`config.mk`:
```
export PLATFORM = sky130hd
export DESIGN_NAME = int_handler
export DESIGN_NICKNAME = d
export VERILOG_FILES = /design/src/rtl/int_handler.sv
export SDC_FILE = /design/constraint.sdc
export NUM_CORES = 1
export LEC_CHECK = 0
export CAP_MARGIN = 20
export CORE_ASPECT_RATIO = 0.8
export CORE_MARGIN = 2
export CORE_UTILIZATION = 42
export CTS_BUF_LIST = sky130_fd_sc_hd__clkbuf_4 sky130_fd_sc_hd__clkbuf_8 sky130_fd_sc_hd__clkbuf_16
export CTS_CLUSTER_SIZE = 30
export DETAILED_ROUTE_END_ITERATION = 6
export GPL_TIMING_DRIVEN = 1
export PLACE_DENSITY = 0.91
export SLEW_MARGIN = 20
export SYNTH_ARGS = -nofsm -noshare
export SYNTH_HDL_FRONTEND = slang
export SYNTH_SLANG_ARGS = --single-unit
```
`constraint.sdc`:
```
create_clock -name clk -period 2.6 [get_ports clk]
set_input_delay 0.52 -clock clk [delete_from_list [all_inputs] [get_ports clk]]
set_output_delay 0.52 -clock clk [all_outputs]
set_load 0.01 [all_outputs]
```
`src/rtl/int_handler.sv`:
```
// Interrupt front-end: synchronises and edge-detects request lines, masks them,
// picks the lowest eligible index, redirects the PC and saves the return address.
module int_handler #(
    parameter int unsigned N_IRQ    = 4,
    parameter logic [31:0] VEC_BASE = 32'h0000_0004
) (
    input  logic                     clk,
    input  logic                     rst,
    input  logic [N_IRQ-1:0]         irq,
    input  logic                     mask_we,
    input  logic [N_IRQ-1:0]         mask_d,
    input  logic [31:0]              pc_next,
    input  logic                     cpu_stall,
    input  logic                     eret,
    output logic                     int_req,
    output logic [31:0]              int_vector,
    output logic [31:0]              epc,
    output logic                     int_code,
    output logic [$clog2(N_IRQ)-1:0] int_id,
    output logic [N_IRQ-1:0]         int_ack,
    output logic [N_IRQ-1:0]         mask
);

    localparam int unsigned ID_W = $clog2(N_IRQ);

    typedef enum logic [1:0] {
        IDLE,
        TAKE,
        SERVICE
    } state_t;

    state_t            state_q, state_d;
    logic [N_IRQ-1:0]  s1_q, s1_d;
    logic [N_IRQ-1:0]  s2_q, s2_d;
    logic [N_IRQ-1:0]  s2_dly_q, s2_dly_d;
    logic [N_IRQ-1:0]  pending_q, pending_d;
    logic [N_IRQ-1:0]  mask_reg_q, mask_reg_d;
    logic [N_IRQ-1:0]  int_ack_q, int_ack_d;
    logic [ID_W-1:0]   int_id_q, int_id_d;
    logic [31:0]       epc_q, epc_d;
    logic              int_req_q, int_req_d;
    logic              int_code_q, int_code_d;

    logic [N_IRQ-1:0]  edge_set;
    logic [N_IRQ-1:0]  eligible;
    logic [N_IRQ-1:0]  take_clr;
    logic [N_IRQ-1:0]  take_onehot;
    logic [ID_W-1:0]   winner;
    logic              found;

    always_comb begin
        s1_d       = irq;
        s2_d       = s1_q;
        s2_dly_d   = s2_q;
        edge_set   = s2_q & ~s2_dly_q;
        // Eligibility uses the mask as it stands before any write at this edge.
        eligible   = pending_q & mask_reg_q;
        mask_reg_d = mask_we ? mask_d : mask_reg_q;

        winner = '0;
        found  = 1'b0;
        for (int unsigned i = 0; i < N_IRQ; i++) begin
            if (eligible[i] && !found) begin
                found  = 1'b1;
                winner = ID_W'(i);
            end
        end

        take_onehot = N_IRQ'(1) << int_id_q;
        state_d     = state_q;
        int_id_d    = int_id_q;
        epc_d       = epc_q;
        take_clr    = '0;
        int_ack_d   = '0;

        case (state_q)
            IDLE: begin
                if (found) begin
                    state_d  = TAKE;
                    int_id_d = winner;
                end
            end
            TAKE: begin
                if (!cpu_stall) begin
                    epc_d     = pc_next;
                    take_clr  = take_onehot;
                    int_ack_d = take_onehot;
                    state_d   = SERVICE;
                end
            end
            SERVICE: begin
                if (eret) begin
                    state_d = IDLE;
                end
            end
            default: state_d = IDLE;
        endcase

        // A new edge arriving on the take edge survives the clear.
        pending_d  = (pending_q & ~take_clr) | edge_set;
        int_req_d  = (state_d == TAKE);
        int_code_d = (state_d == SERVICE);
    end

    always_ff @(posedge clk) begin
        if (rst) begin
            state_q    <= IDLE;
            s1_q       <= '0;
            s2_q       <= '0;
            s2_dly_q   <= '0;
            pending_q  <= '0;
            mask_reg_q <= '0;
            int_ack_q  <= '0;
            int_id_q   <= '0;
            epc_q      <= '0;
            int_req_q  <= 1'b0;
            int_code_q <= 1'b0;
        end else begin
            state_q    <= state_d;
            s1_q       <= s1_d;
            s2_q       <= s2_d;
            s2_dly_q   <= s2_dly_d;
            pending_q  <= pending_d;
            mask_reg_q <= mask_reg_d;
            int_ack_q  <= int_ack_d;
            int_id_q   <= int_id_d;
            epc_q      <= epc_d;
            int_req_q  <= int_req_d;
            int_code_q <= int_code_d;
        end
    end

    assign int_req    = int_req_q;
    assign int_code   = int_code_q;
    assign int_ack    = int_ack_q;
    assign int_id     = int_id_q;
    assign epc        = epc_q;
    assign mask       = mask_reg_q;
    assign int_vector = VEC_BASE + (32'(int_id_q) << 3);

endmodule

```
Yosys cells after proc, flatten, opt, wreduce, memory -nomap -nowiden. Index checks and enable logic that the tools add are counted.

Register bits after elaboration: 62. Logic and storage cells: 46. Input port bits: 45.

Reduce and logical (&&, ||, !) cells: 9. Shift operators: 1. Eq/ne operators: 4. Bitwise gates (word level): 7. Muxes and demuxes: 13. Add/subtract/negate cells: 1.

Operators with widths (count): 4-bit bitwise AND (3); 2-bit two-way mux (5); 4-bit two-way mux (2); 4-bit inverter (2); 3-bit by 5-bit adder with 6-bit output, first input constant (1); 2-bit case mux with 3 select lines (1); 1-bit two-way mux (5); 2-bit by 1-bit == test with 1-bit output, second input constant (2); 2-bit == test, second input constant (2); 4-bit bitwise OR (1); 2-bit AND reduction (2); 1-bit by 2-bit << shifter with 4-bit output, first input constant (1); 1-bit logical AND (3); 1-bit zero test (3); 2-bit zero test (1); 1-bit inverter (1).

Depth between registers and ports, before layout. Gate-level depths: netlist of run 1.

Depth after elaboration: 14. Gate-level depth with buffers: 5. Depth with buffers taken out: 3.

Worst setup path after synthesis of run 1. No wires, ideal clock.

Kind: input-to-reg. Start point: in cpu_stall. End point: reg epc_q[0] (netlist: epc[0]). Path buffers: 2. Path slack: 1.129 ns. Stages on the path: 5. Data arrival time: 1.339 ns. Cells stage by stage: or3b_1 -> buf_2 -> buf_2 -> nand2_1 -> a21oi_1.

Word-level cells in the longest chain between the ends: 2.

Ends and longest elaborated chain: from (decl) (RTL line 13) `input logic cpu_stall,`; 1-bit inverter (no source line); 2-bit AND reduction (no source line); to (signal assigned) (RTL line 127) `epc_q <= epc_d;`; to (decl) (RTL line 40) `logic [31:0] epc_q, epc_d;`.

No other way between the ends. A chain may end at the register's enable or synchronous reset.

Final worst setup path of run 1.
Start point: reg int_id_q[0] (netlist: int_id[0]). End point: out int_vector[3].

Word-level cells in the longest chain between the ends: 1.

Ends and longest elaborated chain: from (decl) (RTL line 39) `logic [ID_W-1:0] int_id_q, int_id_d;`; from (signal assigned) (RTL line 126) `int_id_q <= int_id_d;`; 3-bit by 5-bit adder with 6-bit output (RTL line 139) `assign int_vector = VEC_BASE + (32'(int_id_q) << 3);`; to (decl) (RTL line 16) `output logic [31:0] int_vector,`.

No other way between the ends.

==> run metrics, run 1 <==
pwr dens 592 nW/um^2; gr usage total 0.173; first-pass GRT wire length 8.14 mm; CTS max path bufs 2; CTS sink cnt 62; top_reg_cell synth dfxtp_1; leading area contributor after synthesis dfxtp_1; largest stage delay on the critical path 0.62 ns; Final Max Tran Viols 0; Synth cell types 26; Worst Setup EP int_vector[3]; CP Cell Sequence clkdlybuf4s50_1; Clock Skew 0.00708 ns; Non-Filler Instances 424; drt wl/cell 12.3 um; pre-CTS WS between 0.3 and 0.4 ns; crit path launch type flip-flop; RR Startpoint state_q[0]$_SDFF_PP0_; register area share after synthesis 0.532; Top delay family on crit path buffers and inverters; crit path buf inv count 1; CTS clk-pin slew, worst paths roughly 0.07 ns; Register-to-Register Setup Slack 0.98 ns; Tmin final 1.98 ns; clk_lat worst skew 0.33 ns; synthesized instance count around 270; antenna viol nets, final 0; ANT cells 0; Final Cycle Share 0.761; Starting Density 0.431; Vias/cell 4.64; GR Overflow Total 0; total clock buffers created by CTS 9; post-synth top area share 0.532; Post-CTS Setup Bufs 0; Iter 0 DRT Violations roughly 100; Total Power approximately 2.0 mW; Max Cap Viol 0; share of cells above drive strength 1 0.0669; maximum vdd drop 0.451 mV; Port Buf Inserts 90; Post-Place Cells 408; vias in the first global route 1850; critical path type reg2out; Syn Area/Cell 8.73 um^2; die height between 70 and 80 um; Routed WL 5.20 mm; Pleak 1.23 nW; hold-critical path depth 1; I/O pins 121; Critical R2R Capture epc[19]$_SDFFE_PP0P_; synthesis-stage register bit count 62; total die area 6170 um^2; fmax between 500 and 600 MHz; clk root buf clkbuf_8; RSZ-0062 raised after global routing false; Mapped Area 2330 um^2; Final WS setup 0.621 ns; # setup viols final 0; drt pass-1 iters 4; CTS tree done; Die W 87.3 um; hpwl dp ~3.8 mm; WP data arrival 1.46 ns; Final Hold Vio Count 0; Residual DRC 0; initial antenna violation count 0; largest net degree at the start of global routing 33; CTS Hold Buffers Added 0; TNS Setup 0 ns; Worst slew margin 0.632; Post-synth EDFFs 0; GPL Wtd Cong 0.898; crit path launch int_id[0]$_SDFFE_PP0P_; R2R depth 4; YS warnings 0; CP Depth 1; fin nets around 400; vias 1968; worst min path class reg2reg; Least-Margin Pin Slew between 0.5 and 0.6 ns; core footprint around 5400 um^2; CP Max Fanout 9; CTS resizes 0; Async S/R FF share, synth 0; Data required, critical path 2.08 ns; Critical Path End Type primary output; Max stage delay cell, worst path clkdlybuf4s50_1; H-Tree Depth 3; status completed; cell row count 24; P&R area growth vs syn 43.6%; Synth area leaders dfxtp_1 53%, nand2_1 11%, buf_4 10%, a21oi_1 8.4%, nor2b_1 3.2%
flip-flops by register name (all words and copies together) (netlist names), 4 cells and up:
signal / cells
epc: 32
int_ack: 4
mask: 4
pending_q: 4
s1_q: 4
s2_dly_d: 4
s2_dly_q: 4
area by class of cell:
cell class / instances / area, um^2
fillers: 498 / 2060
well taps: 65 / 81.3
multi-input cells: 185 / 893
clock inverters: 6 / 62.6
flip-flops and latches: 62 / 1240
clock buffers: 10 / 131
inverters: 1 / 3.75
repair buffers: 95 / 933
stage by stage:
stage                util  cell area, um^2  hold slack, ns
finish              0.619             3350           0.435
global route        0.619             3350           0.454
CTS                 0.619             3350           0.438
detailed placement  0.583             3150           0.422
global placement    0.583             3150           0.416
floorplan               -             2440           0.414
worst min-delay path by stage:
stage | start | endpoint | slack, ns
after detailed placement | s1_q[2]$_SDFF_PP0_ | s2_dly_d[2]$_SDFF_PP0_ | 0.42
after floorplan | s1_q[0]$_SDFF_PP0_ | s2_dly_d[0]$_SDFF_PP0_ | 0.41
after global routing | s1_q[0]$_SDFF_PP0_ | s2_dly_d[0]$_SDFF_PP0_ | 0.45
after CTS | s1_q[2]$_SDFF_PP0_ | s2_dly_d[2]$_SDFF_PP0_ | 0.44
after global placement | s1_q[0]$_SDFF_PP0_ | s2_dly_d[0]$_SDFF_PP0_ | 0.42
final | s1_q[2]$_SDFF_PP0_ | s2_dly_d[2]$_SDFF_PP0_ | 0.44
layer usage:
metal,global-route usage,share of wire,vias up
li1,-,-,987
met2,0.291,0.48,93
met4,0.0684,0.011,0
met5,0,0,-
met1,0.181,0.41,881
met3,0.0898,0.096,7
power breakdown:
group	switching, mW	total, mW	internal [mW]	leakage, nW
Clock	0.356	0.805	0.449	0.0917
Combinational	0.0806	0.185	0.105	0.635
Sequential	0.0167	0.992	0.975	0.503
cells by family after synthesis:
family,synth area share
and+or+nand+nor,0.194
AOI/OAI and AO/OA,0.121
buffers and inverters,0.132
DFF,0.532
muxes,0.0172
other,0.00322
cell usage after synthesis (2+ instances only):
master / n
o31ai_1: 2
o21ai_0: 3
nand2b_1: 5
buf_2: 6
a31oi_1: 2
clkbuf_1: 9
nor2b_1: 12
nor3_1: 2
buf_4: 32
dfxtp_1: 62
nor2_1: 6
conb_1: 2
mux2i_1: 4
a221oi_1: 2
a21oi_1: 39
nand2_1: 69
layout by cell type, fill, tap and decap left out, types with 3 or more instances in the layout:
master,n
nor2_1,6
conb_1,30
nand2_1,69
clkinvlp_4,3
dfxtp_1,62
clkbuf_8,9
nand2b_1,5
clkdlybuf4s50_1,89
buf_4,5
a21oi_1,39
o21ai_0,3
mux2i_1,4
nor2b_1,12
Note: power is estimated with default switching activity, not from simulation.
==> run 2: changes to the inputs <==
Settings changed: CORE_UTILIZATION 42 to 39, PLACE_DENSITY 0.91 to 0.86.
Clock period 2.6 ns to 1.9 ns, I/O delays scaled along.
==> run 2 against run 1 <==
Global-route usage down 1.3 points; routed wire length is 0.17% lower; clock skew about the same; power increased by 48%; setup slack worse by 0.55 ns; utilization decreased by 3.2 points; register-to-register slack worse by 0.55 ns; sequential power is 37% higher; cell count increased by 3.8%; non-clock buffer count unchanged; combinational power rose by 40%; die area is 7.3% higher; critical path type unchanged.
==> run metrics, run 2 (synthesis results as in run 1) <==
commonest non-fill, non-tap cell in the layout clkdlybuf4s50_1; vias 1948; share of cells above drive strength 1 0.0669; max reg flops 32; sw frac 0.204; Max stage delay cell, worst path clkdlybuf4s50_1; Worst Setup EP int_id[0]; Critical R2R Capture epc[7]$_SDFFE_PP0P_; antenna viol nets, final 0; Die W 90.4 um; Total Power ~3 mW; status completed; pwr dens approximately 860 nW/um^2; final core utilization 0.587; worst min path class reg2reg; total die area 6620 um^2; Tmin final 1.83 ns; P&R area growth vs syn 47.4%; Pleak 1.27 nW; most used cells in the layout excluding fill and tap cells 89 x clkdlybuf4s50_1, 69 x nand2_1, 62 x dfxtp_1, 39 x a21oi_1, 30 x conb_1; CP Cell Sequence clkdlybuf4s50_1; CTS max path bufs 2; Post-Place Cells 424; GPL Wtd Cong 0.783; RR Startpoint state_q[0]$_SDFF_PP0_; met2 track demand over resource 0.283; CTS tree done; sequential share of power 0.461; crit path launch type flip-flop; fin nets around 400; Hold WS 0.434 ns; crit path buf inv count 1; Non-Filler Instances 440; vias in the first global route 1795; RSZ-0062 raised after global routing false; Fillers 539; CTS resizes 0; Iter 0 DRT Violations 84; grt peak-use layer met2; CP Depth 1; total clock buffers created by CTS 9; Max Cap Viol 0; clk_lat worst skew 0.33 ns; Final Hold Vio Count 0; WP data arrival 1.45 ns; H-Tree Depth 3; combinational share of power 0.088; drt pass-1 iters 4; Post-CTS Setup Bufs 0; I/O pins 121; CTS sink cnt 62; core footprint 5850 um^2; Port Buf Inserts 90; Register-to-Register Setup Slack ~0.43 ns; crit path launch int_id[0]$_SDFFE_PP0P_; Clock Skew 0.00751 ns; Critical Path End Type primary output; Starting Density 0.399; met1 Usage GRT 0.170; Clk pwr share 0.451; largest net degree at the start of global routing 37; TNS Setup 0 ns; net switching power 602 uW; critical path type reg2out; initial antenna violation count 0; R2R depth 4; Data required, critical path 1.52 ns; drt wl/cell around 12 um; Routed WL 5.19 mm; gr usage total 0.160; Vias/cell 4.43; ANT cells 0; largest stage delay on the critical path 0.61 ns; CP Max Fanout 9; maximum vdd drop about 0.46 mV; first-pass GRT wire length 8.19 mm; CTS clk-pin slew, worst paths 0.06 ns; fmax 547 MHz; GR Overflow Total 0; Top delay family on crit path buffers and inverters; met3 usage 0.0661; clk root buf clkbuf_8; Int Pwr 2.34 mW; Final Cycle Share 0.962; Residual DRC 0; die height 73.2 um; Final Max Tran Viols 0; CTS Hold Buffers Added 0; # setup viols final 0; hpwl dp 3.66 mm; cell row count 25
run 2: cell type report:
type / instances / area (um^2) / share of cell area
multi-input combinational: 185 / 893 / 0.260
inverter: 1 / 3.75 / 0.00109
tap: 81 / 101 / 0.0295
sequential: 62 / 1240 / 0.361
timing repair buffer: 95 / 958 / 0.279
clock inverter: 3 / 65.1 / 0.0189
clock buffer: 13 / 173 / 0.0503
run 2: worst min path at each step:
stage                       startpoint                     end  slack, ns  cells after the start
floorplan           s1_q[0]$_SDFF_PP0_  s2_dly_d[0]$_SDFF_PP0_       0.41                      1
global placement    s1_q[0]$_SDFF_PP0_  s2_dly_d[0]$_SDFF_PP0_       0.42                      1
finish              s1_q[2]$_SDFF_PP0_  s2_dly_d[2]$_SDFF_PP0_       0.43                      1
global route        s1_q[2]$_SDFF_PP0_  s2_dly_d[2]$_SDFF_PP0_       0.46                      1
detailed placement  s1_q[2]$_SDFF_PP0_  s2_dly_d[2]$_SDFF_PP0_       0.42                      1
CTS                 s1_q[2]$_SDFF_PP0_  s2_dly_d[2]$_SDFF_PP0_       0.44                      1
run 2: per-stage QoR:
step | area (um^2) | setup slack (ns)
global route | 3440 | 0.00544
detailed placement | 3200 | 0.0731
global placement | 3200 | 0.0856
floorplan | 2440 | 0.569
CTS | 3440 | 0.0560
finish | 3440 | 0.0718
run 2: power by group through the flow:
| stage | Combinational (mW) | Sequential, mW | Clock [mW] |
|---|---|---|---|
| final | 0.259 | 1.36 | 1.33 |
| after detailed placement | 0.259 | 1.39 | 0 |
| after global placement | 0.256 | 1.38 | 0 |
| after floorplan | 0.146 | 1.39 | 0 |
| after global routing | 0.283 | 1.36 | 1.43 |
| after CTS | 0.260 | 1.36 | 1.37 |
run 2: metal layers:
metal  wire [um]  part of all wire
met2        2510              0.48
met5           0                 0
met3         401             0.077
met4          52             0.010
met1        2230              0.43
==> run 3: changes to the inputs <==
Settings changed: CORE_MARGIN 2 to 5.
==> run 3 against run 2 <==
Die area is 15% higher; sequential cell count stayed put; clock power down 4%; routed wire length grew 8.4%; setup slack improved by 0.026 ns; via count is 0.51% lower; utilization grew 0.11 points; combinational power increased by 2%; sequential power barely moved; count of clock-buffer cells in the layout unchanged; cell count grew 0.45%; non-clock buffer count rose by 2; critical endpoint is now int_id[1]; largest cell class unchanged; largest power group unchanged.
==> run metrics, run 3 (synthesis results as in run 1) <==
Clock Skew 0.00849 ns; vias in the first global route approximately 1800; Final Cycle Share 0.948; R2R depth 4; DP Area 3210 um^2; CTS max path bufs 2; WP data arrival 1.42 ns; Port Buf Inserts 90; combinational share of power 0.091; antenna viol nets, final 0; status completed; Die W 96.4 um; Iter 0 DRT Violations 74; TNS Setup 0 ns; critical path type reg2out; Max stage delay cell, worst path clkdlybuf4s50_1; clk_lat worst skew roughly 0.33 ns; Final Hold Vio Count 0; core footprint 5850 um^2; total clock buffers created by CTS 9; CTS resizes 0; drt pass-1 iters 4; CP Max Fanout 8; # setup viols final 0; max reg flops 32; fmax 555 MHz; GR Overflow Total 0; drt wl/cell 12.7 um; Post-CTS Setup Bufs 0; worst hold path startpoint s1_q[0]$_SDFF_PP0_; Data required, critical path between 1.5 and 2 ns; Starting Density 0.399; GPL Wtd Cong about 0.85; crit path buf inv count 1; CTS Hold Buffers Added 0; Hold Path Sink s2_dly_d[0]$_SDFF_PP0_; CP Cell Sequence clkdlybuf4s50_1; H-Tree Depth 3; vias slightly below 2000; Vias/cell between 4 and 5; fin nets 401; first-pass GRT wire length 8.71 mm; worst min path class reg2reg; Max Cap Viol 0; Non-Filler Instances 442; sw frac 0.206; total die area around 7600 um^2; Top delay family on crit path buffers and inverters; RSZ-0062 raised after global routing false; RR Startpoint state_q[0]$_SDFF_PP0_; I/O pins 121; pwr dens around 840 nW/um^2; largest net degree at the start of global routing 29; net switching power 597 uW; clk root buf clkbuf_8; Int Pwr 2.30 mW; post-route design area roughly 3400 um^2; Tmin final between 1.5 and 2 ns; hpwl dp 4.21 mm; die height 79.2 um; Clk pwr share 0.441; crit path launch type flip-flop; CTS tree done; Residual DRC 0; sequential share of power 0.468; CTS clk-pin slew, worst paths 0.06 ns; Register-to-Register Setup Slack 0.51 ns; gr usage total 0.148; Pleak 1.27 nW; ANT cells 0; initial antenna violation count 0; Critical R2R Capture epc[5]$_SDFFE_PP0P_; CTS sink cnt 62; hold-critical path depth 1; largest stage delay on the critical path 0.60 ns; Post-Place Cells 426; Final Max Tran Viols 0; maximum vdd drop between 0.5 and 0.6 mV; most used cells in the layout excluding fill and tap cells 89 x clkdlybuf4s50_1, 69 x nand2_1, 61 x dfxtp_1, 39 x a21oi_1, 30 x conb_1; Critical Path End Type primary output; commonest non-fill, non-tap cell in the layout clkdlybuf4s50_1; Routed WL 5.63 mm; share of cells above drive strength 1 0.0748; cell row count 25; P&R area growth vs syn 47.7%
run 3: through the flow:
step / setup WS (ns) / hold slack (ns) / power, mW / util
after floorplan: 0.569 / 0.414 / 1.54 / -
after global placement: 0.172 / 0.419 / 1.64 / 0.549
after detailed placement: 0.129 / 0.421 / 1.65 / 0.549
after CTS: 0.0286 / 0.433 / 2.94 / 0.588
after global routing: 0.0234 / 0.461 / 3.02 / 0.588
final: 0.0983 / 0.434 / 2.90 / 0.588
run 3: layout make-up:
cell class	count	area, um^2
tap	81	101
fill	525	2410
multi-input combinational	185	893
clock inverter	3	67.6
sequential	62	1240
inverter	1	3.75
timing repair buffer	97	973
clock buffer	13	160
run 3: power by group through the flow:
stage	clock network, mW	logic, mW	registers (mW)
after CTS	1.32	0.264	1.36
after detailed placement	0	0.262	1.39
after global placement	0	0.257	1.39
final	1.28	0.263	1.36
after global routing	1.37	0.286	1.36
after floorplan	0	0.146	1.39
run 3: metal layers:
metal,vias to the layer above,global-route usage,part of all wire
met5,-,0,0
met2,87,0.244,0.48
met3,9,0.0653,0.12
met4,0,0.0546,0.012
li1,984,-,-
met1,858,0.170,0.39
run 3: how the worst max path moves through the flow:
stage | to | slack, ns | from | cells after the start
CTS | int_id[0] | 0.03 | int_id[0]$_SDFFE_PP0P_ | 1
global placement | epc[30]$_SDFFE_PP0P_ | 0.17 | cpu_stall | 5
global route | int_id[1] | 0.02 | int_id[1]$_SDFFE_PP0P_ | 1
floorplan | epc[0]$_SDFFE_PP0P_ | 0.57 | cpu_stall | 5
detailed placement | epc[21]$_SDFFE_PP0P_ | 0.13 | cpu_stall | 5
finish | int_id[1] | 0.1 | int_id[1]$_SDFFE_PP0P_ | 1
